$ cat config.mk
export PLATFORM = sky130hd
export DESIGN_NAME = uart_baud_gen_flat
export DESIGN_NICKNAME = d
export VERILOG_FILES = /design/src/rtl/uart_pkg.sv /design/src/rtl/uart_baud_gen_if.sv /design/src/rtl/uart_baud_chan.sv /design/src/rtl/uart_baud_gen.sv /design/src/flat_wrapper.sv
export SDC_FILE = /design/constraint.sdc
export NUM_CORES = 1
export LEC_CHECK = 0
export BUFFER_PORTS_ARGS = -buffer_cell sky130_fd_sc_hd__buf_4
export CAP_MARGIN = 20
export CORE_MARGIN = 2
export CORE_UTILIZATION = 30
export DETAILED_ROUTE_END_ITERATION = 7
export PLACE_DENSITY = 0.45
export SLEW_MARGIN = 15
export SYNTH_ARGS = -nofsm -noshare
export SYNTH_HDL_FRONTEND = slang
export SYNTH_SLANG_ARGS = --single-unit
$ cat constraint.sdc
create_clock -name clock -period 3.2 [get_ports clock]
set_input_delay 0.64 -clock clock [delete_from_list [all_inputs] [get_ports clock]]
set_output_delay 0.64 -clock clock [all_outputs]
set_load 0.03 [all_outputs]
$ cat src/rtl/uart_pkg.sv
// ----------------------------------------------------------------------------
// uart_pkg
// Shared types and default constants for the UART baud-tick generator.
//   DIV_W     : default integer divisor width
//   FRAC_W    : default fractional divisor width
//   RESET_DIV : divisor loaded at reset (115200 baud from a 50 MHz clock)
//   rx_state_e, tx_state_e : channel FSM state encodings
// ----------------------------------------------------------------------------
package uart_pkg;

    localparam int unsigned DIV_W  = 16;
    localparam int unsigned FRAC_W = 4;
    localparam logic [DIV_W-1:0] RESET_DIV = 16'd433;

    typedef enum logic [1:0] {
        RX_IDLE,
        RX_HALF,
        RX_FULL
    } rx_state_e;

    typedef enum logic {
        TX_IDLE,
        TX_RUN
    } tx_state_e;

endpackage

$ cat src/rtl/uart_baud_gen_if.sv
// ----------------------------------------------------------------------------
// uart_baud_gen_if
// Control/tick bundle of the baud-tick generator.
//   master : drives baud_div, baud_frac, div_wr, tx_en, rx_en, rx_resync;
//            observes tx_tick, rx_tick, rx_half
//   slave  : the generator side (mirror of master)
// ----------------------------------------------------------------------------
interface uart_baud_gen_if #(
    parameter int unsigned DIV_W  = uart_pkg::DIV_W,
    parameter int unsigned FRAC_W = uart_pkg::FRAC_W
);

    logic [DIV_W-1:0]  baud_div;
    logic [FRAC_W-1:0] baud_frac;
    logic              div_wr;
    logic              tx_en;
    logic              rx_en;
    logic              rx_resync;
    logic              tx_tick;
    logic              rx_tick;
    logic              rx_half;

    modport master (
        output baud_div, baud_frac, div_wr, tx_en, rx_en, rx_resync,
        input  tx_tick, rx_tick, rx_half
    );

    modport slave (
        input  baud_div, baud_frac, div_wr, tx_en, rx_en, rx_resync,
        output tx_tick, rx_tick, rx_half
    );

endinterface

$ cat src/rtl/uart_baud_chan.sv
// ----------------------------------------------------------------------------
// uart_baud_chan
// One baud counter: counts up to a supplied terminal value, then restarts
// and emits a registered one-cycle tick.
// Optional feature macro: UART_BAUD_FRAC_EN (fractional accumulator).
// Ports:
//   clock, reset   : clock, async active-low reset
//   run            : channel active; when low the counter/tick are cleared
//   restart        : restart the period from zero (no tick this cycle)
//   term           : terminal count of the current period
//   frac, frac_en  : (UART_BAUD_FRAC_EN only) fraction and its enable
//   hit            : combinational, this cycle ends the period with a tick
//   tick           : registered tick pulse
// ----------------------------------------------------------------------------
module uart_baud_chan #(
    parameter int unsigned DIV_W = uart_pkg::DIV_W
`ifdef UART_BAUD_FRAC_EN
    ,
    parameter int unsigned FRAC_W = uart_pkg::FRAC_W
`endif
) (
    input  logic             clock,
    input  logic             reset,
    input  logic             run,
    input  logic             restart,
    input  logic [DIV_W-1:0] term,
`ifdef UART_BAUD_FRAC_EN
    input  logic [FRAC_W-1:0] frac,
    input  logic              frac_en,
`endif
    output logic             hit,
    output logic             tick
);

    logic [DIV_W-1:0] count;
    logic             at_term;

    assign at_term = (count == term);

`ifdef UART_BAUD_FRAC_EN
    logic [FRAC_W-1:0] acc;
    logic [FRAC_W:0]   acc_sum;
    logic              extra;    // stretch cycle already spent this period
    logic              stretch;

    // A carry out of acc+frac lengthens this period by holding the
    // counter at its terminal for one extra cycle, so the count never
    // has to exceed term (no wrap for term = all ones).
    always_comb begin
        acc_sum = {1'b0, acc} + {1'b0, frac};
        stretch = frac_en && acc_sum[FRAC_W] && !extra;
    end

    assign hit = run && !restart && at_term && !stretch;

    always_ff @(posedge clock or negedge reset) begin
        if (!reset) begin
            acc   <= '0;
            extra <= 1'b0;
        end else if (!run || restart) begin
            acc   <= '0;
            extra <= 1'b0;
        end else if (at_term) begin
            if (stretch) begin
                extra <= 1'b1;
            end else begin
                extra <= 1'b0;
                if (frac_en) begin
                    acc <= acc_sum[FRAC_W-1:0];
                end
            end
        end
    end
`else
    assign hit = run && !restart && at_term;
`endif

    always_ff @(posedge clock or negedge reset) begin
        if (!reset) begin
            count <= '0;
            tick  <= 1'b0;
        end else begin
            tick <= hit;
            if (!run || restart || hit) begin
                count <= '0;
            end else if (!at_term) begin
                count <= count + 1'b1;
            end
        end
    end

endmodule

$ cat src/rtl/uart_baud_gen.sv
// ----------------------------------------------------------------------------
// uart_baud_gen
// Baud-tick generator with independent TX and RX channels and a shadowed,
// runtime-programmable divisor (bit period = div+1 clocks).
// Optional feature macro: UART_BAUD_FRAC_EN (fractional divisor).
// Ports:
//   clock : system clock, rising edge
//   reset : asynchronous active-low reset
//   bus   : uart_baud_gen_if.slave
//           baud_div/baud_frac/div_wr : pending-divisor write
//           tx_en, rx_en              : channel enables (level)
//           rx_resync                 : restart RX at half-period phase
//           tx_tick, rx_tick, rx_half : registered outputs
// ----------------------------------------------------------------------------
module uart_baud_gen #(
    parameter int unsigned      DIV_W     = uart_pkg::DIV_W,
    parameter int unsigned      FRAC_W    = uart_pkg::FRAC_W,
    parameter logic [DIV_W-1:0] RESET_DIV = uart_pkg::RESET_DIV
) (
    input  logic            clock,
    input  logic            reset,
    uart_baud_gen_if.slave  bus
);

    import uart_pkg::*;

    logic [DIV_W-1:0] pend_div;
    logic [DIV_W-1:0] next_div;
    logic [DIV_W-1:0] tx_div;
    logic [DIV_W-1:0] rx_div;
    logic [DIV_W-1:0] rx_term;

    tx_state_e tx_state, tx_next;
    rx_state_e rx_state, rx_next;

    logic tx_load, tx_run, tx_hit, tx_tick;
    logic rx_load, rx_run, rx_hit, rx_tick, rx_restart;

    // A write landing on a terminal count is forwarded so it governs the
    // very next period instead of the one after.
    assign next_div = bus.div_wr ? bus.baud_div : pend_div;

    always_ff @(posedge clock or negedge reset) begin
        if (!reset) begin
            pend_div <= RESET_DIV;
        end else if (bus.div_wr) begin
            pend_div <= bus.baud_div;
        end
    end

    // ------------------------------------------------------------------ TX
    always_ff @(posedge clock or negedge reset) begin
        if (!reset) begin
            tx_state <= TX_IDLE;
        end else begin
            tx_state <= tx_next;
        end
    end

    always_comb begin
        tx_next = tx_state;
        tx_load = 1'b0;
        case (tx_state)
            TX_IDLE: begin
                if (bus.tx_en) begin
                    tx_next = TX_RUN;
                    tx_load = 1'b1;
                end
            end
            TX_RUN: begin
                if (!bus.tx_en) begin
                    tx_next = TX_IDLE;
                end else if (tx_hit) begin
                    tx_load = 1'b1;
                end
            end
            default: tx_next = TX_IDLE;
        endcase
    end

    // Gating with the enable makes the counter/tick clear on the same edge
    // that samples the enable low.
    assign tx_run = (tx_state == TX_RUN) && bus.tx_en;

    always_ff @(posedge clock or negedge reset) begin
        if (!reset) begin
            tx_div <= RESET_DIV;
        end else if (tx_load) begin
            tx_div <= next_div;
        end
    end

    // ------------------------------------------------------------------ RX
    always_ff @(posedge clock or negedge reset) begin
        if (!reset) begin
            rx_state <= RX_IDLE;
        end else begin
            rx_state <= rx_next;
        end
    end

    always_comb begin
        rx_next    = rx_state;
        rx_load    = 1'b0;
        rx_restart = 1'b0;
        if (!bus.rx_en) begin
            rx_next = RX_IDLE;
        end else if (rx_state == RX_IDLE || bus.rx_resync) begin
            // resync outranks a coincident terminal count
            rx_next    = RX_HALF;
            rx_load    = 1'b1;
            rx_restart = bus.rx_resync;
        end else if (rx_hit) begin
            rx_next = RX_FULL;
            rx_load = 1'b1;
        end
    end

    assign rx_run  = (rx_state != RX_IDLE) && bus.rx_en;
    assign rx_term = (rx_state == RX_HALF) ? (rx_div >> 1) : rx_div;

    always_ff @(posedge clock or negedge reset) begin
        if (!reset) begin
            rx_div <= RESET_DIV;
        end else if (rx_load) begin
            rx_div <= next_div;
        end
    end

    // ------------------------------------------------------------ fraction
`ifdef UART_BAUD_FRAC_EN
    logic [FRAC_W-1:0] pend_frac;
    logic [FRAC_W-1:0] next_frac;
    logic [FRAC_W-1:0] tx_frac;
    logic [FRAC_W-1:0] rx_frac;

    assign next_frac = bus.div_wr ? bus.baud_frac : pend_frac;

    always_ff @(posedge clock or negedge reset) begin
        if (!reset) begin
            pend_frac <= '0;
            tx_frac   <= '0;
            rx_frac   <= '0;
        end else begin
            if (bus.div_wr) pend_frac <= bus.baud_frac;
            if (tx_load)    tx_frac   <= next_frac;
            if (rx_load)    rx_frac   <= next_frac;
        end
    end
`else
    logic [FRAC_W-1:0] unused_frac;
    assign unused_frac = bus.baud_frac;
`endif

    // ------------------------------------------------------------ channels
    uart_baud_chan #(
        .DIV_W  (DIV_W)
`ifdef UART_BAUD_FRAC_EN
        ,
        .FRAC_W (FRAC_W)
`endif
    ) u_tx_chan (
        .clock   (clock),
        .reset   (reset),
        .run     (tx_run),
        .restart (1'b0),
        .term    (tx_div),
`ifdef UART_BAUD_FRAC_EN
        .frac    (tx_frac),
        .frac_en (1'b1),
`endif
        .hit     (tx_hit),
        .tick    (tx_tick)
    );

    uart_baud_chan #(
        .DIV_W  (DIV_W)
`ifdef UART_BAUD_FRAC_EN
        ,
        .FRAC_W (FRAC_W)
`endif
    ) u_rx_chan (
        .clock   (clock),
        .reset   (reset),
        .run     (rx_run),
        .restart (rx_restart),
        .term    (rx_term),
`ifdef UART_BAUD_FRAC_EN
        .frac    (rx_frac),
        .frac_en (rx_state == RX_FULL),
`endif
        .hit     (rx_hit),
        .tick    (rx_tick)
    );

    assign bus.tx_tick = tx_tick;
    assign bus.rx_tick = rx_tick;
    assign bus.rx_half = (rx_state == RX_HALF);

endmodule

$ cat src/flat_wrapper.sv
// flat-port wrapper written by rule: the top's interface ports become plain ports
module uart_baud_gen_flat import uart_pkg::*;
#(
    parameter int unsigned      DIV_W     = uart_pkg::DIV_W,
    parameter int unsigned      FRAC_W    = uart_pkg::FRAC_W,
    parameter logic [DIV_W-1:0] RESET_DIV = uart_pkg::RESET_DIV
)
  (clock, reset, bus_baud_div, bus_baud_frac, bus_div_wr, bus_tx_en, bus_rx_en, bus_rx_resync, bus_tx_tick, bus_rx_tick, bus_rx_half);
  uart_baud_gen_if #(.DIV_W(DIV_W), .FRAC_W(FRAC_W)) bus_i ();
  input  logic clock;
  input  logic reset;
  input wire logic [$bits(bus_i.baud_div)-1:0] bus_baud_div;
  input wire logic [$bits(bus_i.baud_frac)-1:0] bus_baud_frac;
  input wire logic [$bits(bus_i.div_wr)-1:0] bus_div_wr;
  input wire logic [$bits(bus_i.tx_en)-1:0] bus_tx_en;
  input wire logic [$bits(bus_i.rx_en)-1:0] bus_rx_en;
  input wire logic [$bits(bus_i.rx_resync)-1:0] bus_rx_resync;
  output wire logic [$bits(bus_i.tx_tick)-1:0] bus_tx_tick;
  output wire logic [$bits(bus_i.rx_tick)-1:0] bus_rx_tick;
  output wire logic [$bits(bus_i.rx_half)-1:0] bus_rx_half;
  assign bus_i.baud_div = bus_baud_div;
  assign bus_i.baud_frac = bus_baud_frac;
  assign bus_i.div_wr = bus_div_wr;
  assign bus_i.tx_en = bus_tx_en;
  assign bus_i.rx_en = bus_rx_en;
  assign bus_i.rx_resync = bus_rx_resync;
  assign bus_tx_tick = bus_i.tx_tick;
  assign bus_rx_tick = bus_i.rx_tick;
  assign bus_rx_half = bus_i.rx_half;
  uart_baud_gen #(.DIV_W(DIV_W), .FRAC_W(FRAC_W), .RESET_DIV(RESET_DIV)) u_core (.clock(clock), .reset(reset), .bus(bus_i));
endmodule
==> summary.md <==
| Metric | Value |
|---|---|
| Status | finished, final reports clean |
| Hold buffers post-CTS | 0 |
| Die area | between 15000 and 20000 um2 |
| FP Rows | between 40 and 50 |
| Slew of the pin with the lowest slew margin | roughly 0.77 ns |
| Data arrival, critical path | 2.95 ns |
| Clk_lat worst skew | 0.35 ns |
| Maximum clock rate | approximately 370 MHz |
| Synth top area cells | dfrtp_1, dfstp_2, mux2_2, xor2_1, nand3_1 |
| GPL Wtd Cong | around 0.8 |
| CTS Sinks | between 80 and 90 |
| Synth area leader | dfrtp_1 |
| Max-slew headroom | 0.484 |
| R2R Path Start | u_core.rx_state[1] |
| CTS Buffer Depth | 2 |
| Worst path required time | about 3.4 ns |
| Pwr dens | approximately 550 nW/um2 |
| Die X | roughly 130 um |
| Post-CTS Setup Repair Bufs | 0 |
| MaxCap Viol Count | 0 |
| Post-CTS Resized | 0 |
| I/O pin count | 29 |
| Reg area | roughly 2100 um2 |
| Setup crit end kind | flop |
| Number of global-route vias before repair | ~3600 |
| Ys async rst share | 1.00 |
| Slew Limit Fails | 0 |
| Reg2reg path depth | 7 |
| H-tree depth | 3 |
| Worst vdd ir | between 0.2 and 0.25 mV |
| Crit Reg-Reg Endpoint | u_core.u_rx_chan.count[1] |
| Drt pass-1 iters | 4 |
| Via count of the routed design | about 3600 |
| Final Hold Violating Endpoints | 0 |
| Final std cell area, no fill | about 5300 um2 |
| Post-DP HPWL | between 7000 and 8000 um |
| Number of diodes | 0 |
| Synthesized area | around 4600 um2 |
| Routed length per placed instance | roughly 17 um |
| Synth Register Bits | 85 |
| Starting Density | 0.306 |
| Reg clk slew, reported paths | ~0.060 ns |
| Die height | 128 um |
| P_leak | roughly 0.0022 uW |
| Final std cells w/o fill | 679 |
| Netlist cell types | 47 |
| CTS Buf Count | 9 |
| Worst reg2reg setup slack | 0.48 ns |
| Antenna viol nets, final | 0 |
| Class of the worst hold path | in2async |
| Total Wirelength | 11600 um |
| First-pass GRT wire length | around 19000 um |
| Tot Pwr | roughly 2900 uW |
| Sequential area share after synthesis | 0.464 |
| Clk root buf | clkbuf_16 |
| Slowest-stage cell, CP | a221o_2 |
| 1st-iter DRT viols | around 320 |
| Post-DP Area | around 5000 um2 |
| Buffers & Inverters on Critical Path | 1 |
| Total track usage | 0.149 |
| Synth warn | 0 |
| Initial antenna violation count | 0 |
| CORE AREA | about 15000 um2 |
| EDFF count, synth | 0 |
| Largest net degree at the start of global routing | 84 |
| Syn_area_per_cell | approximately 9.8 um2 |
| TNS Setup | 0 ns |
| Main flop type after synthesis | dfrtp_1 |
| Tmin final | between 2 and 3 ns |
| Residual DRC | 0 |
| Final worst path period share | 0.850 |
| Post-layout nets | 514 |
| Clock Skews | approximately 0.0086 ns |
| Critical path type | reg2reg |
| Layout cells sized above 1 | 0.208 |
| Synth Instances | roughly 470 |
| Grt ovf | 0 |
| CP Max Fanout | 35 |
| Synth-to-layout area growth | 14.4% |
| Worst path max stage delay | around 0.66 ns |
| Via density per instance | about 5.3 |
| Synth top area share | 0.378 |
| Port bufs | 24 |
| Multi-input logic area | between 2000 and 2500 um2 |
| Hold_ws | 0.362 ns |
| CP Launch Type | flop |
| Cell-by-cell listing of the critical path | nand2b_4 -> inv_2 -> a221oi_1 -> a22oi_1 -> a221o_2 -> or3_1 -> and3_1 |
| RSZ-0062 raised after global routing | false |
| CTS tree | yes |
| Post-synth net total | 501 |
| Final setup fails | 0 |
| CP top delay family | compound AO/OA/AOI/OAI gates |
| # fillers | between 1500 and 2000 |
| Dpl cells | 663 |
==> through the flow <==
step | utilization | worst slack [ns]
6_report | 0.350 | 0.479
5_1_grt | 0.350 | 0.344
4_1_cts | 0.349 | 0.451
3_5_place_dp | 0.328 | 0.463
3_3_place_gp | 0.328 | 0.545
2_1_floorplan | - | 0.761
==> power by group <==
part | leakage (uW) | internal (uW) | switching, uW | total (uW)
logic | 0.000977 | 199 | 260 | 459
registers | 0.00105 | 1200 | 108 | 1310
clock network | 0.000156 | 684 | 443 | 1130
==> worst reg2reg max path: cells and delay by family (launching register included) <==
| family | cells | cell delay (ns) |
|---|---|---|
| compound gates | 3 | 1.19 |
| buf+inv | 1 | 0.15 |
| flops | 1 | 0.38 |
| simple gates | 3 | 0.90 |
==> flip-flops by register name, summed over array words and instances, names as in the netlist <==
register and count:
u_core.rx_div 16, u_core.tx_div 16, u_core.rx_state 2, u_core.tx_state 1, u_core.u_tx_chan.tick 1, u_core.u_rx_chan.count 16, u_core.u_tx_chan.count 16, u_core.pend_div 16
u_core.u_rx_chan.tick 1
==> area by class of cell <==
cell class / instances / share of cell area
clock buffer: 10 / 0.0433
clock inverter: 6 / 0.0165
inverter: 27 / 0.0191
multi-input combinational: 332 / 0.427
sequential: 85 / 0.405
tap: 188 / 0.0444
timing repair buffer: 31 / 0.0447
==> layout by cell type, fill, tap and decap left out, drive strengths merged, types with 3 or more instances in the layout <==
cell,n
a21oi,5
a221oi,3
a31oi,16
and3,7
buf,31
clkbuf,10
clkinv,4
dfrtp,70
dfstp,15
inv,27
mux2,32
mux2i,6
nand2,32
nand3,44
nand4,7
nor2,38
nor3,3
nor4,4
o211ai,16
o21ai,18
o22ai,7
or3,4
or4,18
xnor2,20
xor2,30
==> cells in the mapped netlist (all sizes together), types with 3 or more instances <==
cell type and instances:
nor4 4, xnor2 20, a31oi 16, o211ai 16, buf 8, inv 27
nand2 32, o21ai 18, mux2 32, dfrtp 70, or3 4, nand4 7
xor2 30, nor2 38, a21oi 5, a221oi 3, mux2i 6, nand3 44
nor3 3, clkbuf 21, and3 7, o22ai 7, or4 18, dfstp 15
==> cell families after synthesis <==
kind of cell	Yosys count	share of synthesized area
DFF	85	0.464
xor gates and xnor gates	50	0.0962
buffers and inverters	56	0.0519
muxes	38	0.0908
AOI/OAI and AO/OA	79	0.115
adders and majority gates	2	0.00540
and+or+nand+nor	163	0.177
==> layer usage <==
metal  global-route usage  share of wire  vias up
li1                     -              -     1721
met1                0.203           0.49     1817
met2                0.231           0.47       57
met3               0.0250          0.025       14
met4               0.0692          0.018        0
met5                    0              0        -
==> how the worst max path moves through the flow <==
stage,from,end,slack (ns),cells after the start
after floorplan,u_core.u_rx_chan.count[0],u_core.u_rx_chan.count[10],0.76,8
after global placement,u_core.rx_state[1],u_core.u_rx_chan.count[1],0.54,6
after detailed placement,u_core.rx_state[1],u_core.u_rx_chan.count[1],0.46,6
after CTS,u_core.rx_state[1],u_core.u_rx_chan.count[1],0.45,7
after global routing,u_core.rx_state[1],u_core.u_rx_chan.count[0],0.34,7
final,u_core.rx_state[1],u_core.u_rx_chan.count[1],0.48,7
Power figures use the tool's default switching activity.
